**config.mk**
```make
export PLATFORM = sky130hd
export DESIGN_NAME = duty_select
export DESIGN_NICKNAME = d
export VERILOG_FILES = /design/src/rtl/duty_select.sv
export SDC_FILE = /design/constraint.sdc
export NUM_CORES = 1
export LEC_CHECK = 0
export ABC_CLOCK_PERIOD_IN_PS = 2160
export CAP_MARGIN = 20
export CORE_AREA = 2 2 55 57
export CTS_BUF_LIST = sky130_fd_sc_hd__clkbuf_4 sky130_fd_sc_hd__clkbuf_8
export DETAILED_ROUTE_END_ITERATION = 16
export DIE_AREA = 0 0 57 59
export GPL_TIMING_DRIVEN = 0
export PLACE_DENSITY = 0.79
export SETUP_SLACK_MARGIN = 0.5
export SYNTH_ARGS = -nofsm -noshare
export SYNTH_HDL_FRONTEND = slang
export SYNTH_SLANG_ARGS = --single-unit
```
**constraint.sdc**
```tcl
create_clock -name sys_clk -period 2.16 [get_ports sys_clk]
set_clock_uncertainty 0.15 [all_clocks]
set_input_delay 0.432 -clock sys_clk [delete_from_list [all_inputs] [get_ports sys_clk]]
set_output_delay 0.432 -clock sys_clk [all_outputs]
set_load 0.03 [all_outputs]
```
**src/rtl/duty_select.sv**
```systemverilog
// rtl/duty_select.sv - debounced 2-bit switch selects a PWM duty threshold,
// applied only at a PWM period boundary.
module duty_select #(
  parameter int DEBOUNCE_CYCLES = 50000
) (
  input  logic       sys_clk,
  input  logic       rst,
  input  logic [1:0] sw,
  input  logic       period_start,
  output logic [7:0] duty,
  output logic       duty_valid,
  output logic [1:0] sw_stable
);

  localparam logic [15:0] CNT_MAX    = 16'(DEBOUNCE_CYCLES - 1);
  localparam logic [7:0]  DUTY_RESET = 8'd51;

  typedef enum logic {IDLE, PENDING} state_t;

  logic [1:0]  sw_meta;
  logic [1:0]  sw_sync;
  logic [1:0]  cand;
  logic [15:0] cnt;
  logic [7:0]  target;
  state_t      state;
  state_t      state_next;
  logic        load_duty;

  always_ff @(posedge sys_clk or posedge rst) begin
    if (rst) begin
      sw_meta <= 2'b00;
      sw_sync <= 2'b00;
    end else begin
      sw_meta <= sw;
      sw_sync <= sw_meta;
    end
  end

  // Any disagreement restarts the count; cnt saturates so a held value keeps re-asserting.
  always_ff @(posedge sys_clk or posedge rst) begin
    if (rst) begin
      cand      <= 2'b00;
      cnt       <= 16'd0;
      sw_stable <= 2'b00;
    end else if (sw_sync != cand) begin
      cand <= sw_sync;
      cnt  <= 16'd0;
    end else if (cnt < CNT_MAX) begin
      cnt <= cnt + 16'd1;
    end else begin
      sw_stable <= cand;
    end
  end

  always_comb begin
    target = DUTY_RESET;
    case (sw_stable)
      2'b00: target = 8'd51;
      2'b01: target = 8'd103;
      2'b10: target = 8'd154;
      2'b11: target = 8'd205;
      default: target = DUTY_RESET;
    endcase
  end

  always_ff @(posedge sys_clk or posedge rst) begin
    if (rst) begin
      state      <= IDLE;
      duty       <= DUTY_RESET;
      duty_valid <= 1'b0;
    end else begin
      state      <= state_next;
      duty_valid <= load_duty;
      if (load_duty) duty <= target;
    end
  end

  // Loading uses the live target, so a switch that moves again while pending goes straight there.
  always_comb begin
    state_next = state;
    load_duty  = 1'b0;
    case (state)
      IDLE: begin
        if (target != duty) state_next = PENDING;
      end
      PENDING: begin
        if (target == duty) begin
          state_next = IDLE;
        end else if (period_start) begin
          load_duty  = 1'b1;
          state_next = IDLE;
        end
      end
      default: state_next = IDLE;
    endcase
  end

endmodule

```
==> key figures <==
Floorplan
  • Die ar.: 3360 sq um
  • Die Span Y: 59 um
  • Core region area: 2710 sq um
  • Io pins: 16
  • Row count: 19
  • Horiz. Die Dim: 57 um
  • Initial core utilization: 0.567

STA
  • Final Hold Viols: 0
  • Final setup violating endpoints: 0
  • Fmax: 513 MHz
  • Worst slew pin tran: 499 ps
  • Tmin final: 1950 ps
  • Max-slew headroom at the worst pin: 0.667
  • TNS Setup: 0 ps
  • Setup WS post-layout: 211 ps
  • Period utilisation layout: 0.902
  • Hold slack: 217 ps
  • Final Max Tran Viols: 0
  • RSZ-0062 raised after global routing: true

Final layout
  • Layout Nets: 193
  • Layout cells sized above 1: 0.511
  • Area Overhead vs Synth: 44.7%
  • N_diodes: 0

GRT
  • First-pass GRT wire length: 5.74 mm
  • GRT Resource Usage Total: 0.232
  • Initial antenna violation count: 0
  • Total global routing overflow: 0
  • Largest net degree at the start of global routing: 23
  • Vias in the first global route: 1,221

Drt
  • Detailed Routing Iterations Pass 1: 4
  • Post-DRT Antenna Nets: 0
  • WL final: 3.83 mm
  • DR vias/cell: 5.87
  • Residual DRC: 0
  • Via Count: 1,286
  • 1st-iter DRT viols: 37
  • Drt wl/cell: 17.5 um

Pwr
  • Maximum vdd drop: 0.000820 V
  • Combinational share of power: 0.286
  • Part of the power in registers: 0.476
  • Static Leak: 0.931 nW
  • Sw Share: 0.347
  • Pwr Density: 669 nW/um^2
  • P_int: 0.972 mW
  • Power, Total: 1.49 mW
  • Switching pwr: 0.517 mW
  • Clock power frac: 0.238

Clocking
  • Clock slew at reported path FFs: 120 ps
  • Root Buffer: clkbuf_4
  • Worst skew pair latency: 340 ps
  • Clk buf depth: 2
  • CTS tree: yes
  • CTS Buf Count: 5
  • H-Tree Depth: 2
  • Hold_buf cts: 0
  • CTS Sinks: 32

Logic synthesis
  • Mean Syn Cell Area: 10.9 sq um
  • Flop and latch count out of synthesis: 32
  • Top post-synthesis cells by area: dfrtp_1 (46%), dfstp_2 (6.8%), xnor2_1 (6.3%)
  • Yosys warns: 0
  • Main synth FF type: dfrtp_1
  • Ys async rst share: 1.00
  • Cell Area, Synth: 1540 sq um
  • Post-synthesis cell count: 141
  • Most common cell in the netlist: dfrtp_1
  • Post-Syn Nets: 147
  • Top-area cell type share of the netlist area: 0.456
  • Post-synthesis cell type count: 36
  • Post-synth top area cell: dfrtp_1
  • Commonest cells post-synth: dfrtp_1 (28), nor2_1 (17), nand2_1 (13)
  • Register area share after synthesis: 0.524
  • Post-synth EDFFs: 0

Critical path
  • Worst Setup Path Type: flop to flop
  • Crit-path max cell delay: 430 ps
  • WP data arrival: 2020 ps
  • Slowest CP cell: dfrtp_1
  • Worst path cell trace: nor4_4 > buf_4 > buf_6 > a21oi_4 > nand2_2 > nor2_4 > mux2_4
  • Critical Path Start Type: flop
  • Worst EP required: 2230 ps
  • Crit end category: flop
  • Crit Path Max Fanout: 5

Worst hold path
  • Hold Path Class: flop to flop

Place
  • Worst slack, placed: 209 ps
  • Final estimated routing congestion in global placement: 0.802
  • IO buf count: 15
  • DP HPWL: 1.95 mm

Run status
  • Outcome: completed

Run
  • MaxCap Viol Count: 0
## stage by stage
stage,utilization,instance area [sq um],std cells
6_report,0.821,2220,219
5_1_grt,0.821,2220,219
4_1_cts,0.769,2080,215
3_5_place_dp,0.663,1800,188
3_3_place_gp,0.653,1770,187
2_1_floorplan,-,1580,141
## timing repair
| item | CTS | global route |
|---|---|---|
| setup endpoints to repair | 32 | 35 |
| endpoints found under the hold margin | 0 | 0 |
| pin swaps | 18 | 19 |
| cloned | 1 | 0 |
| setup buffers | 18 | 4 |
| gates resized for setup | 65 | 43 |
## layout by cell type, fill, tap and decap left out, types with 4 or more instances in the layout
| cell type | synthesis | final |
|---|---|---|
| mux2_4 | 0 | 6 |
| xnor2_1 | 11 | 8 |
| dfrtp_2 | 0 | 4 |
| nand3_1 | 8 | 7 |
| nor2_1 | 17 | 15 |
| dfstp_2 | 4 | 4 |
| xor2_1 | 6 | 6 |
| nand2_1 | 13 | 11 |
| buf_6 | 0 | 13 |
| nand4_1 | 4 | 4 |
| clkbuf_4 | 0 | 5 |
| dfrtp_1 | 28 | 24 |
| clkdlybuf4s50_1 | 0 | 4 |
| buf_4 | 2 | 17 |
## area by class of cell
| type | instances | area [sq um] |
|---|---|---|
| Multi-Input combinational cell | 101 | 888 |
| Sequential cell | 32 | 811 |
| Fill cell | 146 | 485 |
| Timing Repair Buffer | 38 | 363 |
| Buffer | 7 | 55.1 |
| Tap cell | 31 | 38.8 |
| Clock buffer | 5 | 37.5 |
| Clock inverter | 3 | 23.8 |
| Inverter | 2 | 7.51 |
## critical path: cells and delay by family (launching register included)
kind,cells,cell delay [ps]
multiplexers,1,300
AND/OR/NAND/NOR,3,560
flip-flops,1,430
AO/OA/AOI/OAI,1,70
buffers and inverters,2,310
## sequential cells by signal, indices dropped and copies added, names as in the netlist
name	cells
cand	2
cnt	16
duty	6
duty_valid	1
state	1
sw_meta	2
sw_stable	2
sw_sync	2
## power by group through the flow
stage          logic, mW  registers [mW]  clock network (mW)
3_5_place_dp       0.277           0.700                   0
6_report           0.425           0.709               0.354
2_1_floorplan      0.134           0.751                   0
4_1_cts            0.295           0.687               0.356
3_3_place_gp       0.266           0.700                   0
5_1_grt            0.446           0.714               0.395
## cells by family (layout without fill, tap and decap cells)
group | after synthesis | in the layout | synth area share
AND/OR/NAND/NOR | 56 | 56 | 0.188
multiplexers | 6 | 6 | 0.0439
buffers and inverters | 9 | 55 | 0.0285
XOR/XNOR | 17 | 17 | 0.0968
adder cells (fa/ha/maj) | 1 | 1 | 0.00814
flip-flops | 32 | 32 | 0.524
AO/OA/AOI/OAI | 20 | 21 | 0.111
## layer usage
layer,track usage,wire [um]
met5,0,0
met1,0.286,1570
met3,0.0677,171
met4,0.0930,58
met2,0.386,2030
## path summary, 6_finish.rpt
check	startpoint	end	slack, ps	depth (start not counted)
min	sw_meta[0]	sw_sync[0]	220	0
min in group asynchronous	rst	cnt[9]	250	2
max	cnt[10]	sw_stable[1]	210	7
max in group asynchronous	rst	duty[0]	1050	3
min reg2reg	sw_meta[0]	sw_sync[0]	220	0
max reg2reg	cnt[10]	sw_stable[1]	210	7
(Power assumes the default switching activity.)
